$ cat config.mk
export PLATFORM = sky130hd
export DESIGN_NAME = call_ret_sequencer
export DESIGN_NICKNAME = d
export VERILOG_FILES = /design/src/rtl/soc_pkg.sv /design/src/rtl/ras_regfile.sv /design/src/rtl/call_ret_sequencer.sv
export SDC_FILE = /design/constraint.sdc
export NUM_CORES = 1
export LEC_CHECK = 0
export BUFFER_PORTS_ARGS = -buffer_cell sky130_fd_sc_hd__buf_4
export CORE_MARGIN = 10
export CORE_UTILIZATION = 40
export DETAILED_ROUTE_END_ITERATION = 8
export GPL_TIMING_DRIVEN = 0
export SKIP_CTS_REPAIR_TIMING = 1
export SLEW_MARGIN = 20
export SYNTH_ARGS = -nofsm -noshare
export SYNTH_HDL_FRONTEND = slang
export SYNTH_SLANG_ARGS = --single-unit
export TNS_END_PERCENT = 50
$ cat constraint.sdc
create_clock -name clk -period 4.62 [get_ports clk]
set_clock_uncertainty 0.2 [all_clocks]
set_input_delay 0.231 -clock clk [delete_from_list [all_inputs] [get_ports clk]]
set_output_delay 0.231 -clock clk [all_outputs]
set_load 0.03 [all_outputs]
$ cat src/rtl/soc_pkg.sv
// Shared definitions for the call/return path.
// Contents:
//   ADDR_W      return-address / stack data width
//   DEPTH       return-address buffer entries (power of two)
//   PTR_W       log2(DEPTH)
//   INITIAL_SP  stack pointer value the stack controller starts from
//   seq_state_e sequencer FSM states
package soc_pkg;

    localparam int unsigned ADDR_W = 19;
    localparam int unsigned DEPTH  = 16;
    localparam int unsigned PTR_W  = 4;

    localparam logic [ADDR_W-1:0] INITIAL_SP = 19'h1FFFF;

    typedef enum logic [0:0] {
        S_IDLE,
        S_RESP
    } seq_state_e;

endpackage

$ cat src/rtl/ras_regfile.sv
// Return-address storage: DEPTH x ADDR_W, one synchronous write port and one
// asynchronous read port. Storage is not reset; the valid-entry count kept by
// the sequencer decides which entries are meaningful.
// Ports:
//   clk    system clock
//   we     write enable
//   waddr  write index
//   wdata  write data
//   raddr  read index
//   rdata  read data (combinational)
module ras_regfile #(
    parameter int unsigned ADDR_W = 19,
    parameter int unsigned DEPTH  = 16,
    parameter int unsigned PTR_W  = 4
) (
    input  logic              clk,
    input  logic              we,
    input  logic [PTR_W-1:0]  waddr,
    input  logic [ADDR_W-1:0] wdata,
    input  logic [PTR_W-1:0]  raddr,
    output logic [ADDR_W-1:0] rdata
);

    logic [ADDR_W-1:0] mem [DEPTH];

    always_ff @(posedge clk) begin
        if (we) begin
            mem[waddr] <= wdata;
        end
    end

    assign rdata = mem[raddr];

endmodule

$ cat src/rtl/call_ret_sequencer.sv
// Call/return sequencer sitting between decode and the stack controller.
// Accepts CALL/RET requests over valid/ready, keeps a circular LIFO of return
// addresses, emits one-cycle call/ret pulses that step the stack controller's
// SP, and hands the popped address to fetch through a registered response.
// Ports:
//   clk, rst_n               clock, async active-low reset
//   req_valid/req_ready      request handshake
//   req_call/req_ret         request kind (both set: request is dropped)
//   req_addr                 return address pushed on CALL
//   flush                    empties the buffer, cancels a pending response
//   rsp_valid/rsp_ready      response handshake
//   rsp_addr/rsp_miss        popped address, or miss on empty buffer
//   call/ret                 one-cycle SP step pulses
//   depth_cnt                valid entries, 0..DEPTH
//   ovf                      sticky: a push overwrote the oldest entry
module call_ret_sequencer
    import soc_pkg::*;
#(
    parameter int unsigned ADDR_W = soc_pkg::ADDR_W,
    parameter int unsigned DEPTH  = soc_pkg::DEPTH,
    parameter int unsigned PTR_W  = soc_pkg::PTR_W
) (
    input  logic              clk,
    input  logic              rst_n,
    input  logic              req_valid,
    output logic              req_ready,
    input  logic              req_call,
    input  logic              req_ret,
    input  logic [ADDR_W-1:0] req_addr,
    input  logic              flush,
    output logic              rsp_valid,
    input  logic              rsp_ready,
    output logic [ADDR_W-1:0] rsp_addr,
    output logic              rsp_miss,
    output logic              call,
    output logic              ret,
    output logic [PTR_W:0]    depth_cnt,
    output logic              ovf
);

    localparam logic [PTR_W:0]   FULL_CNT = (PTR_W + 1)'(DEPTH);
    localparam logic [PTR_W-1:0] PTR_ONE  = PTR_W'(1);
    localparam logic [PTR_W:0]   CNT_ONE  = (PTR_W + 1)'(1);

    seq_state_e        state_q, state_d;
    logic [PTR_W-1:0]  wr_ptr_q, wr_ptr_d;
    logic [PTR_W:0]    depth_q, depth_d;
    logic              ovf_q, ovf_d;
    logic              call_q, call_d;
    logic              ret_q, ret_d;
    logic [ADDR_W-1:0] rsp_addr_q, rsp_addr_d;
    logic              rsp_miss_q, rsp_miss_d;

    logic              accept;
    logic              do_call;
    logic              do_ret;
    logic [PTR_W-1:0]  rd_ptr;
    logic [ADDR_W-1:0] rd_data;

    assign req_ready = (state_q == S_IDLE) && !flush;
    assign accept    = req_valid && req_ready;
    // Simultaneous call+ret is accepted but acts on nothing.
    assign do_call   = accept && req_call && !req_ret;
    assign do_ret    = accept && req_ret && !req_call;
    // Top of stack sits just below the write pointer.
    assign rd_ptr    = wr_ptr_q - PTR_ONE;

    ras_regfile #(
        .ADDR_W (ADDR_W),
        .DEPTH  (DEPTH),
        .PTR_W  (PTR_W)
    ) u_regfile (
        .clk    (clk),
        .we     (do_call),
        .waddr  (wr_ptr_q),
        .wdata  (req_addr),
        .raddr  (rd_ptr),
        .rdata  (rd_data)
    );

    always_comb begin
        state_d    = state_q;
        wr_ptr_d   = wr_ptr_q;
        depth_d    = depth_q;
        ovf_d      = ovf_q;
        call_d     = 1'b0;
        ret_d      = 1'b0;
        rsp_addr_d = rsp_addr_q;
        rsp_miss_d = rsp_miss_q;

        if (flush) begin
            wr_ptr_d = '0;
            depth_d  = '0;
            state_d  = S_IDLE;
        end else begin
            unique case (state_q)
                S_IDLE: begin
                    if (do_call) begin
                        wr_ptr_d = wr_ptr_q + PTR_ONE;
                        call_d   = 1'b1;
                        // Full buffer: the push wraps onto the oldest entry.
                        if (depth_q == FULL_CNT) begin
                            ovf_d = 1'b1;
                        end else begin
                            depth_d = depth_q + CNT_ONE;
                        end
                    end else if (do_ret) begin
                        state_d = S_RESP;
                        if (depth_q != '0) begin
                            wr_ptr_d   = rd_ptr;
                            depth_d    = depth_q - CNT_ONE;
                            rsp_addr_d = rd_data;
                            rsp_miss_d = 1'b0;
                            ret_d      = 1'b1;
                        end else begin
                            rsp_addr_d = '0;
                            rsp_miss_d = 1'b1;
                        end
                    end
                end
                S_RESP: begin
                    if (rsp_ready) begin
                        state_d = S_IDLE;
                    end
                end
                default: state_d = S_IDLE;
            endcase
        end
    end

    always_ff @(posedge clk or negedge rst_n) begin
        if (!rst_n) begin
            state_q    <= S_IDLE;
            wr_ptr_q   <= '0;
            depth_q    <= '0;
            ovf_q      <= 1'b0;
            call_q     <= 1'b0;
            ret_q      <= 1'b0;
            rsp_addr_q <= '0;
            rsp_miss_q <= 1'b0;
        end else begin
            state_q    <= state_d;
            wr_ptr_q   <= wr_ptr_d;
            depth_q    <= depth_d;
            ovf_q      <= ovf_d;
            call_q     <= call_d;
            ret_q      <= ret_d;
            rsp_addr_q <= rsp_addr_d;
            rsp_miss_q <= rsp_miss_d;
        end
    end

    assign rsp_valid = (state_q == S_RESP);
    assign rsp_addr  = rsp_addr_q;
    assign rsp_miss  = rsp_miss_q;
    assign call      = call_q;
    assign ret       = ret_q;
    assign depth_cnt = depth_q;
    assign ovf       = ovf_q;

endmodule

Yosys cells after proc, flatten, opt, wreduce, memory -nomap -nowiden
Memories as Yosys holds them, arrays and structs flattened.
Cells that the tools add are included.

word-level totals
  RAM bits = 304
  word-level logic and storage cells = 62
  memories kept = 1
  register bits after elaboration = 33
  input port bits = 26

operators by class
  muxes and demuxes = 27
  reduce and logical (&&, ||, !) cells = 16
  bitwise gates (word level) = 3
  equality and inequality tests = 3
  add/sub/neg operators = 4

memories
  memory         depth  bits a word  rd ports  clocked after memory_dff  write ports  line               RTL
  u_regfile.mem  16     19           1         0                         1            ras_regfile.sv:24  logic [ADDR_W-1:0] mem [DEPTH];

operators by type and width
  cell                                               count
  2-to-1 mux 5 bit                                   6
  2-to-1 mux 4 bit                                   5
  2-to-1 mux 19 bit                                  1
  2-to-1 mux 1 bit                                   14
  AND reduction 4 bit                                3
  logical AND 1 bit                                  6
  nonzero test 3 bit                                 2
  adder 5 x 1 -> 5 bit (second input constant)       1
  == test 5 bit (second input constant)              1
  nonzero test 5 bit                                 1
  subtractor 5 x 1 -> 5 bit (second input constant)  1
  adder 4 x 1 -> 4 bit (second input constant)       1
  subtractor 4 x 1 -> 4 bit (second input constant)  1
  logical NOT 1 bit                                  3
  != test 3 bit (second input constant)              1
  NOT 1 bit                                          3
  AND reduction 3 bit                                1
  != test 2 bit (second input constant)              1
  case mux 1 bit (2 select lines)                    1

Logic depth before layout (Yosys ltp)
Gate-level depths: netlist of the first run.

  depth after elaboration = 9
  depth in mapped cells = 10
  mapped depth without buffers = 8

By module
A second synthesis of the first run with hierarchy kept.

unflattened totals
  cell total of the unflattened synthesis = 614
  area total of the unflattened synthesis = 13031.2 µm²

modules (own cells, without submodules)
  module              area each (µm²)  seq. area each (µm²)  cells an instance  instances
  ras_regfile         11466.0          9128.8                488                1
  call_ret_sequencer  1565.3           825.8                 126                1

Worst setup path after synthesis of the first run
OpenSTA, ideal clock, no wires.

  path type = register -> register
  start point = register state_q (netlist: rsp_valid)
  end point = memory u_regfile.mem[0][0], enable pin
  cell stages (with the launch flop) = 7
  path slack = 0.338 ns
  path buffers = 2
  arrival time = 3.631 ns
  required time = 3.970 ns
  setup time = 0.450 ns
  cells stage by stage = dfrtp_1 -> nor3b_2 -> and2_1 -> buf_2 -> inv_2 -> buf_2 -> nor4b_1

on the way
  cells in the longest elaborated chain, start to end = 7

RTL lines
  item                                    line                       RTL
  start: declaration                      call_ret_sequencer.sv:45   seq_state_e state_q, state_d;
  start signal: assignment                call_ret_sequencer.sv:142  state_q <= state_d;
  NOT 1 bit (no source line)              -
  logical AND 1 bit                       call_ret_sequencer.sv:60   assign req_ready = (state_q == S_IDLE) && !flush;
  logical AND 1 bit                       call_ret_sequencer.sv:61   assign accept = req_valid && req_ready;
  logical AND 1 bit (2 in a row)          call_ret_sequencer.sv:63   assign do_call = accept && req_call && !req_ret;
  2-to-1 mux 1 bit                        ras_regfile.sv:27          if (we) begin
  2-to-1 mux 1 bit (implied by the code)  ras_regfile.sv:28          mem[waddr] <= wdata;
  end: declaration                        ras_regfile.sv:24

No other way between the ends.

Worst setup path in the final report of the first run
  start point = register wr_ptr_q[0]
  end point = register rsp_addr_q[14] (netlist: rsp_addr[14])

on the way
  cells in the longest elaborated chain, start to end = 3

RTL lines
  item                       line                       RTL
  start: declaration         call_ret_sequencer.sv:46   logic [PTR_W-1:0] wr_ptr_q, wr_ptr_d;
  start signal: assignment   call_ret_sequencer.sv:143  wr_ptr_q <= wr_ptr_d;
  subtractor 4 x 1 -> 4 bit  call_ret_sequencer.sv:66   assign rd_ptr = wr_ptr_q - PTR_ONE;
  memory (16 x 19 bit)       -
  2-to-1 mux 19 bit          call_ret_sequencer.sv:109  if (depth_q != '0) begin
  end signal: assignment     call_ret_sequencer.sv:148  rsp_addr_q <= rsp_addr_d;
  end: declaration           call_ret_sequencer.sv:51   logic [ADDR_W-1:0] rsp_addr_q, rsp_addr_d;

No other way between the ends.
A chain may end at the register's enable or synchronous reset.

==> results of run 1 <==
==> layer usage <==
metal	GRT usage, %	vias to the layer above	share of wire [%]
met5	0	-	0
met4	4.94	0	2.4
met3	2.64	44	5.1
met2	24.6	215	49
met1	19.6	3622	43
li1	-	2979	-
==> layout make-up <==
| class | count | area share (%) |
|---|---|---|
| Timing Repair Buffer | 94 | 4.77 |
| Buffer | 35 | 0.973 |
| Sequential cell | 337 | 62.9 |
| Clock inverter | 11 | 0.847 |
| Inverter | 5 | 0.119 |
| Clock buffer | 52 | 6.84 |
| Tap cell | 442 | 3.50 |
| Multi-Input combinational cell | 273 | 20.0 |
==> registers in the layout, indices dropped and copies added, names as in the netlist, 4 cells and up <==
name,cells
depth_cnt,5
u_regfile.mem,304
rsp_addr,19
wr_ptr_q,4
==> cell families (layout without fill, tap and decap cells) <==
family          after synthesis  count (layout)
mux                          83              83
xor+xnor                      7               7
buf+inv                      41             197
fa+ha+maj                    10              10
simple gates                 91              91
compound gates               82              82
flops                       337             337
==> through the flow <==
step	std cells	util [%]	instance area, sq um	power [W]
finish	1249	48.5	15800	0.00757
global placement	1148	43.6	14200	0.00467
floorplan	651	-	13200	0.00425
detailed placement	1165	44.1	14400	0.00472
global route	1249	48.5	15800	0.00785
CTS	1228	47.8	15600	0.00763
==> path summary, 6_finish.rpt <==
check | start | end | slack, ns | cells after the start
max | wr_ptr_q[0] | rsp_addr[14] | 0.84 | 9
min | req_call | rsp_miss | -0.02 | 4
max reg2reg | wr_ptr_q[0] | rsp_addr[14] | 0.84 | 9
min reg2reg | ovf | ovf | 0.28 | 1
max in group asynchronous | rst_n | ret | 3.78 | 2
min in group asynchronous | rst_n | rsp_addr[5] | 0.05 | 2
==> synth_stat cells, drive strengths merged, types with 9 or more instances <==
library cell  count  share of area [%]
nand2            24               0.68
nor2b            21               0.99
buf              17               0.65
mux4             76                 13
o21ai            21               0.79
nor2              9               0.25
dfrtp            33                6.2
a211oi           19                1.1
o221ai           19                1.3
clkbuf           19               0.54
edfxtp          304                 69
ha                9               0.85
==> worst min-delay path, cell delays in order <==
cell and delay, ns:
buf_4 0.09, nor2b_1 0.08, nand2_1 0.15, o31ai_1 0.09
==> report_power, final <==
part           leakage, nW  internal [W]  switching (W)  total (W)
combinational         1.46      0.000443       0.000683    0.00113
clock                0.601       0.00179        0.00112    0.00291
sequential            3.17       0.00343      0.0000963    0.00352
total                 5.22       0.00566        0.00190    0.00757
==> qor.csv, run 1 <==
stage;metric;value;unit
worst_setup_path;crit_type;reg2reg;
worst_setup_path;endpoint_kind;flip-flop;
global_route;grt-ovfl-total;0;
logic_synthesis;synthAdderAreaFrac;1.00;%
worst_setup_path;critical_path.max_fanout;19;
die;num_rows;66;
worst_setup_path;critPathBufInv;5;
die;die_w;202;um
logic_synthesis;synth_seq_cells;337;
die;die_h;202;um
clocking;cts_max_level;2;
global_route;antenna_found_initial;0;
place;io_buffer_count;55;
cells_and_area;final_cell_mix;edfxtp_1 (304), mux4_2 (76), buf_4 (68);
logic_synthesis;synthFlopType;edfxtp_1;
place;place.gp.congestion;0.774;
worst_setup_path;arrival;3.97;ns
logic_synthesis;syn-instance-count;651;
place;dpl.hpwl;19.4;mm
clocking;root_buffer;clkbuf_16;
logic_synthesis;synth_compound_area_share;4.67;%
sta;worst_pin_slew;0.953;ns
worst_setup_path;critPathTopFamily;buffers and inverters;
logic_synthesis;synthArstFlopShare;9.79;%
worst_setup_path;critPathMaxStageDelay;0.72;ns
clocking;cts_buffers;36;
place;place_ws;0.264;ns
logic_synthesis;ys.warnings.count;0;
drt;drt_wl_total;30.6;mm
drt;drt_iter0_markers;512;
sta;timing.final.crit_share;81.9;%
sta;setup_viol_count_final;0;
clocking;cts_sinks;337;
worst_setup_path;crit_required;4.81;ns
cells_and_area;fillers;2627;
logic_synthesis;synth_simple_gate_area_share;3.90;%
global_route;grt_max_degree;34;
die;die-area;40800;sq um
clocking;clk_pin_slew_worst_paths;0.06;ns
run_status;violations;hold timing;
logic_synthesis;synth-edff-count;304;
drt;vias;6860;
cells_and_area;final_common_cell;edfxtp_1;
drt;routedWlPerCell;24.5;um
drt;drc;0;
logic_synthesis;seq_area_frac_synth;75.1;%
drt;first_pass_iters;5;
sta;fmax;0.264;GHz
flow_run;drv_cap;0;
cells_and_area;seqCellArea;9950;sq um
logic_synthesis;synth_mux_area_share;13.5;%
global_route;grt_pass1_vias;7277;
die;core_area;32600;sq um
sta;fin_setup_tns;0;ns
sta;hold_viol;2;
run_status;status;finished, violations left;
sta;rsz0062_at_grt;false;
cells_and_area;multi_input_area;3160;sq um
cells_and_area;antenna_cells;0;
worst_setup_path;cpMaxStageDelayCell;buf_1;
die;start_util;40.6;%
logic_synthesis;synth_top_family_by_area;multiplexers;
cells_and_area;synthToLayoutAreaGrowth;19.4;%
sta;slew_headroom;36.4;%
clocking;cts_tree;done;
pwr;total_leakage_power;5.22;nW
global_route;grt_usage;14.9;%
logic_synthesis;ys_types;51;
drt;vias_per_cell;5.49;
logic_synthesis;postSynthAreaPerCell;20.3;sq um
global_route;grt_pass1_wl;46.0;mm
cells_and_area;nets;818;
logic_synthesis;synth_nets;687;
sta;holdWs;-0.0185;ns
die;io_pins;56;
pwr;ir_worst_vdd;0.288;mV
pwr;power.density;478;nW/um^2
clocking;insertion_delay;0.51;ns
worst_setup_path;cp_cell_sequence;buf_4, inv_1, ha_1, clkbuf_1, buf_2, buf_1, mux4_2, o221ai_1, o21ai_1;
clocking;clockBufferDepth;3;
sta;period_needed;3.78;ns
sta;layout_setup_ws;0.836;ns
logic_synthesis;synthesis.area;13200;sq um
logic_synthesis;synthXorXnorAreaFrac;0.463;%
drt;ant_nets;0;
sta;slew_viol_final;0;
cells_and_area;drive_gt1_share;30.4;%
min_path;hp-class;in2reg;
worst_setup_path;worst_setup_path_start_kind;flip-flop;
Power figures use the tool's default switching activity.
==> inputs of run 2 (changes only) <==
==> constraint.sdc (replaced) <==
create_clock -name clk -period 3.8 [get_ports clk]
set_clock_uncertainty 0.2 [all_clocks]
set_input_delay 0.19 -clock clk [delete_from_list [all_inputs] [get_ports clk]]
set_output_delay 0.19 -clock clk [all_outputs]
set_load 0.03 [all_outputs]
==> run 2 against run 1 <==
Compared with the run above:
- the flow now finishes without violations
- first-iteration DRC count rose by 1.6%
- die area did not move
- final area rose by 0.34%
- combinational power rose by 22%
- global-route usage did not move
- critical endpoint unchanged
- hold slack improved by 0.036 ns
- utilization rose by 0.16 points
- via count fell by 0.31%
- count of clock-buffer cells in the layout did not move
- sequential share of layout area fell by 0.21 points
- setup slack got worse by 0.58 ns
- non-clock buffer count rose by 2
- highest routed layer unchanged
==> qor.csv, run 2 (synthesis gave the netlist of run 1 again) <==
stage;metric;value;unit
run_status;status;complete, no violations;
sta;period_needed;3.55;ns
place;place.gp.congestion;0.774;
die;core_area;32600;sq um
clocking;clockBufferDepth;3;
clocking;cts_tree;done;
drt;routedWlPerCell;24.5;um
place;dpl.hpwl;19.4;mm
global_route;use_met2;24.6;%
worst_setup_path;arrival;3.79;ns
place;io_buffer_count;55;
clocking;root_buffer;clkbuf_16;
cells_and_area;synthToLayoutAreaGrowth;19.8;%
drt;ant_nets;0;
global_route;antenna_found_initial;0;
drt;drt_iter0_markers;520;
drt;first_pass_iters;4;
worst_setup_path;worst_setup_path_start_kind;flip-flop;
pwr;power.density;580;nW/um^2
cells_and_area;finalCoreUtilization;48.6;%
global_route;grt_pass1_vias;7277;
global_route;grt-ovfl-total;0;
min_path;hp-class;in2async;
sta;setup_viol_count_final;0;
global_route;busiest_layer;met2;
die;die_h;202;um
worst_setup_path;critPathMaxStageDelay;0.60;ns
global_route;grt_use_met1;19.6;%
clocking;cts_sinks;337;
die;die-area;40800;sq um
cells_and_area;drive_gt1_share;31.4;%
sta;slew_viol_final;0;
clocking;cts_buffers;36;
sta;rsz0062_at_grt;false;
drt;vias;6839;
global_route;use_met3;2.64;%
global_route;grt_max_degree;34;
sta;timing.final.crit_share;93.4;%
global_route;grt_pass1_wl;46.0;mm
cells_and_area;largest-register;u_regfile.mem;
sta;slew_headroom;42.3;%
sta;holdWs;0.0171;ns
clocking;insertion_delay;0.51;ns
pwr;ir_worst_vdd;0.351;mV
clocking;clk_pin_slew_worst_paths;0.06;ns
worst_setup_path;cpMaxStageDelayCell;a32oi_2;
die;io_pins;56;
cells_and_area;largest_reg_flops;304;
worst_setup_path;critical_path.max_fanout;10;
worst_setup_path;r2r-end;rsp_addr[14];
flow_run;drv_cap;0;
pwr;total_leakage_power;5.26;nW
sta;fin_setup_tns;0;ns
drt;vias_per_cell;5.47;
cells_and_area;final_common_cell;edfxtp_1;
clocking;cts_max_level;2;
worst_setup_path;endpoint_kind;flip-flop;
worst_setup_path;rrSetupSlack;0.25;ns
worst_setup_path;path_common_cell;buf_2;
drt;drc;0;
die;start_util;40.6;%
cells_and_area;nets;820;
sta;worst_pin_slew;0.863;ns
worst_setup_path;crit_type;reg2reg;
worst_setup_path;rr_worst_depth;10;
drt;drt_wl_total;30.7;mm
worst_setup_path;cp_cell_sequence;buf_4, buf_2, inv_1, ha_1, clkbuf_1, nor2b_1, a32oi_2, buf_2, o221ai_1, o21ai_1;
worst_setup_path;crit_required;4.04;ns
global_route;grt_usage;14.9;%
worst_setup_path;r2r-start;wr_ptr_q[0];
die;num_rows;66;
cells_and_area;final_cell_mix;edfxtp_1 (304), mux4_2 (76), buf_4 (68);
sta;fmax;0.282;GHz
sta;hold_viol;0;
die;die_w;202;um
cells_and_area;antenna_cells;0;
==> run 2: changes by cell type in the layout (fill, tap and decap cells not counted) <==
cell           before  now
clkbuf_1           23   16
clkbuf_2            0    4
clkbuf_4            0    3
dlygate4sd3_1      22   24
a31oi_2             1    0
a31oi_4             0    1
buf_1               1    0
buf_2              19   20
xor2_1              4    3
xor2_2              0    1
==> run 2: layout make-up <==
class	count	area, sq um
clock buffer	52	1080
inverter	5	18.8
tap	442	553
sequential	337	9950
multi-input combinational	273	3180
fill	2621	16700
timing repair buffer	96	774
buffer	35	171
clock inverter	11	134
==> run 2: where the power goes <==
part           internal (W)  switching (W)
logic              0.000545       0.000835
registers           0.00417       0.000120
clock network       0.00218        0.00136
total               0.00689        0.00232
==> run 2: worst max path at each step <==
stage                start                    to  slack (ns)  cells past startpoint
4_1_cts        wr_ptr_q[0]           rsp_addr[8]       -0.59                     10
3_3_place_gp     rsp_valid  u_regfile.mem[3][11]       -2.80                      6
3_5_place_dp   wr_ptr_q[0]           rsp_addr[8]       -0.56                     10
6_report       wr_ptr_q[0]          rsp_addr[14]        0.25                     10
2_1_floorplan    rsp_valid   u_regfile.mem[0][0]       -0.48                      6
5_1_grt        wr_ptr_q[0]          rsp_addr[14]       0.002                     10
==> run 2: worst max-delay path, delay by kind of cell, from the launching register on <==
kind / cells / cell delay (ns)
compound gates: 3 / 1.04
fa+ha+maj: 1 / 0.21
buf+inv: 5 / 1.34
flops: 1 / 0.46
simple gates: 1 / 0.22
==> run 2: routing by layer <==
metal  routed length [um]  up-vias
met5                    0        -
met4                  724        0
met3                 1770       45
met2                15200      233
met1                13000     3587
li1                     -     2974
==> run 2: metrics by stage <==
| step | total power [W] | area, sq um | std cells | setup WS [ns] |
|---|---|---|---|---|
| CTS | 0.00927 | 15600 | 1228 | -0.586 |
| floorplan | 0.00517 | 13200 | 651 | -0.482 |
| global route | 0.00955 | 15900 | 1251 | 0.00158 |
| finish | 0.00921 | 15900 | 1251 | 0.252 |
| global placement | 0.00568 | 14200 | 1148 | -2.80 |
| detailed placement | 0.00574 | 14400 | 1165 | -0.556 |
==> inputs of run 3 (changes only) <==
--- a/config.mk
+++ b/config.mk
@@ -5,7 +5,9 @@
 export SDC_FILE = /design/constraint.sdc
 export NUM_CORES = 1
 export LEC_CHECK = 0
+export ABC_AREA = 1
 export BUFFER_PORTS_ARGS = -buffer_cell sky130_fd_sc_hd__buf_4
+export CAP_MARGIN = 20
 export CORE_MARGIN = 10
 export CORE_UTILIZATION = 40
 export DETAILED_ROUTE_END_ITERATION = 8
@@ -15,4 +17,3 @@
 export SYNTH_ARGS = -nofsm -noshare
 export SYNTH_HDL_FRONTEND = slang
 export SYNTH_SLANG_ARGS = --single-unit
-export TNS_END_PERCENT = 50
==> run 3 against run 2 <==
Compared with the run above:
- the flow now finishes with violations (hold timing)
- non-clock buffer count is 33 higher
- clock power is 8.8% lower
- final area is 3.6% higher
- critical path depth is 3 higher
- critical path type unchanged
- critical endpoint is now rsp_addr[13]
==> qor.csv, run 3 <==
stage;metric;value;unit
cells_and_area;final_cell_mix;nand2_1 (387), edfxtp_1 (304), nand3_1 (289);
logic_synthesis;ys.warnings.count;0;
drt;drc;0;
clocking;clockBufferDepth;3;
min_path;hp-class;in2async;
global_route;antenna_found_initial;0;
cells_and_area;antenna_cells;0;
worst_setup_path;critPathBufInv;7;
place;place.gp.congestion;0.915;
drt;wl_met2;17.4;mm
logic_synthesis;synth_seq_cells;337;
worst_setup_path;worst-path-stages;13;
sta;slew_viol_final;0;
logic_synthesis;seq_area_frac_synth;71.7;%
die;die_h;206;um
drt;drt_iter0_markers;737;
cells_and_area;nets;1342;
clocking;clk_pin_slew_worst_paths;0.06;ns
worst_setup_path;rr_worst_depth;13;
logic_synthesis;postSynthAreaPerCell;11.8;sq um
global_route;grt_max_degree;34;
logic_synthesis;yosys-top-cells-area;edfxtp_1 (66%), nand2_1 (10%), nand3_1 (10%), dfrtp_1 (5.9%), buf_6 (1.3%);
drt;dr_wl_met3;2.56;mm
sta;layout_setup_ws;0.577;ns
clocking;cts_sinks;337;
die;die-area;42600;sq um
run_status;status;finished, violations left;
clocking;cts_max_level;2;
sta;slew_headroom;55.0;%
sta;rsz0062_at_grt;false;
pwr;power;0.0112;W
pwr;p_seq_share;38.4;%
drt;routedWlPerCell;21.3;um
worst_setup_path;arrival;3.42;ns
pwr;power.internal;0.00716;W
cells_and_area;largest_reg_flops;304;
logic_synthesis;synth_common_cells;nand2_1 (387), edfxtp_1 (304), nand3_1 (289), dfrtp_1 (33), nor2_1 (24);
cells_and_area;final_common_cell;nand2_1;
pwr;power.density;680;nW/um^2
cells_and_area;finalCoreUtilization;47.8;%
sta;hold_viol;9;
sta;worst_pin_slew;0.673;ns
worst_setup_path;crit_type;reg2reg;
global_route;grt_pass1_vias;8643;
drt;vias_per_cell;5.18;
worst_setup_path;critPathTopFamily;buffers and inverters;
pwr;combPwrFrac;32.7;%
logic_synthesis;ys_types;30;
run_status;violations;hold timing;
cells_and_area;drive_gt1_share;14.8;%
global_route;grt-ovfl-total;0;
sta;fmax;0.310;GHz
logic_synthesis;synthesis.area;13900;sq um
drt;wl_met1;16.8;mm
pwr;total_leakage_power;6.23;nW
pwr;p_clk_share;28.9;%
drt;top_layer;met4;
sta;timing.final.crit_share;84.8;%
die;io_pins;56;
die;core_area;34400;sq um
pwr;power.switching;0.00401;W
cells_and_area;synthToLayoutAreaGrowth;18.4;%
logic_synthesis;syn-instance-count;1172;
global_route;grt_pass1_wl;56.2;mm
place;place_ws;0.629;ns
sta;setup_viol_count_final;0;
worst_setup_path;cpMaxStageDelayCell;clkbuf_1;
drt;ant_nets;0;
worst_setup_path;critical_path.max_fanout;12;
clocking;cts_buffers;35;
clocking;cts_tree;done;
logic_synthesis;synth_nets;1208;
worst_setup_path;crit_required;4.00;ns
global_route;grt_usage;17.7;%
worst_setup_path;worst_setup_path_start_kind;flip-flop;
logic_synthesis;yosys.cell_count.top_type;nand2_1;
worst_setup_path;endpoint_kind;flip-flop;
pwr;p_sw_share;35.9;%
logic_synthesis;yosysTopAreaCell;edfxtp_1;
worst_setup_path;path_common_cell;nand3_1;
sta;period_needed;3.22;ns
die;num_rows;68;
worst_setup_path;critPathMaxStageDelay;0.47;ns
flow_run;drv_cap;0;
clocking;root_buffer;clkbuf_16;
sta;holdWs;-0.0192;ns
die;start_util;40.4;%
cells_and_area;largest-register;u_regfile.mem;
place;io_buffer_count;55;
drt;drt_wl_total;37.8;mm
logic_synthesis;synthArstFlopShare;9.79;%
place;dpl.hpwl;25.2;mm
worst_setup_path;cp_cell_sequence;buf_4, inv_4, buf_6, buf_6, ha_1, buf_2, inv_2, clkbuf_1, nand3_1, nand3_1, nand3_1, nand3_1, nand2_1;
die;die_w;206;um
drt;first_pass_iters;5;
drt;vias;9214;
pwr;ir_worst_vdd;0.314;mV
logic_synthesis;synthFlopType;edfxtp_1;
logic_synthesis;yosysTopAreaCellShare;65.7;%
clocking;insertion_delay;0.51;ns
logic_synthesis;synth-edff-count;304;
run 3: changes by cell type after synthesis, moves of 18 or more:
cell      before  now
mux4_2        76    0
o21ai_1       20    2
nand2_1       24  387
o221ai_1      19    0
nor2b_1       21    0
a211oi_1      19    0
inv_1          3   21
nand3_1        5  289
run 3: power groups by stage:
stage | clock, W | sequential, W | combinational [W]
5_1_grt | 0.00342 | 0.00431 | 0.00393
6_report | 0.00323 | 0.00429 | 0.00365
3_3_place_gp | 0 | 0.00436 | 0.00354
4_1_cts | 0.00327 | 0.00429 | 0.00361
3_5_place_dp | 0 | 0.00437 | 0.00360
2_1_floorplan | 0 | 0.00457 | 0.00194
run 3: path summary, 6_finish.rpt:
kind / end / slack, ns / from
max in group asynchronous: rsp_addr[12] / 3.07 / rst_n
worst min register to register: ovf / 0.28 / ovf
min in group clk: wr_ptr_q[3] / 0.10 / req_call
worst min-delay path: ovf / -0.02 / rst_n
worst max-delay path: rsp_addr[13] / 0.58 / wr_ptr_q[0]
worst max register to register: rsp_addr[13] / 0.58 / wr_ptr_q[0]
run 3: layout make-up:
class	instances	area [sq um]
buffer	67	458
inverter	27	106
multi-input combinational	741	3420
clock inverter	12	131
fill	3091	17900
tap	455	569
clock buffer	44	910
timing repair buffer	97	886
sequential	337	9950
run 3: stage by stage:
| stage | area (sq um) | cells | TNS, ns |
|---|---|---|---|
| 2_1_floorplan | 13900 | 1172 | 0 |
| 4_1_cts | 16200 | 1753 | 0 |
| 6_report | 16400 | 1780 | 0 |
| 3_5_place_dp | 15100 | 1697 | 0 |
| 5_1_grt | 16400 | 1780 | 0 |
| 3_3_place_gp | 14900 | 1682 | -4.21 |
run 3: kinds of logic after synthesis:
kind of cell / synth area share [%]
adder cells (fa/ha/maj): 0.955
AND/OR/NAND/NOR: 22.5
AO/OA/AOI/OAI: 0.532
flip-flops: 71.7
buffers and inverters: 4.06
XOR/XNOR: 0.297
run 3: metal layers:
| layer | GRT usage [%] | vias up |
|---|---|---|
| met5 | 0 | - |
| met3 | 2.49 | 58 |
| met1 | 25.1 | 4464 |
| met2 | 27.4 | 329 |
| met4 | 6.52 | 0 |
| li1 | - | 4363 |
run 3: worst reg2reg max path, stage by stage, from the launching register on:
cell	delay [ns]
dfrtp_1	0.43
buf_4	0.22
inv_4	0.08
buf_6	0.20
buf_6	0.20
ha_1	0.24
buf_2	0.16
inv_2	0.15
clkbuf_1	0.47
nand3_1	0.22
nand3_1	0.13
nand3_1	0.20
nand3_1	0.17
nand2_1	0.06
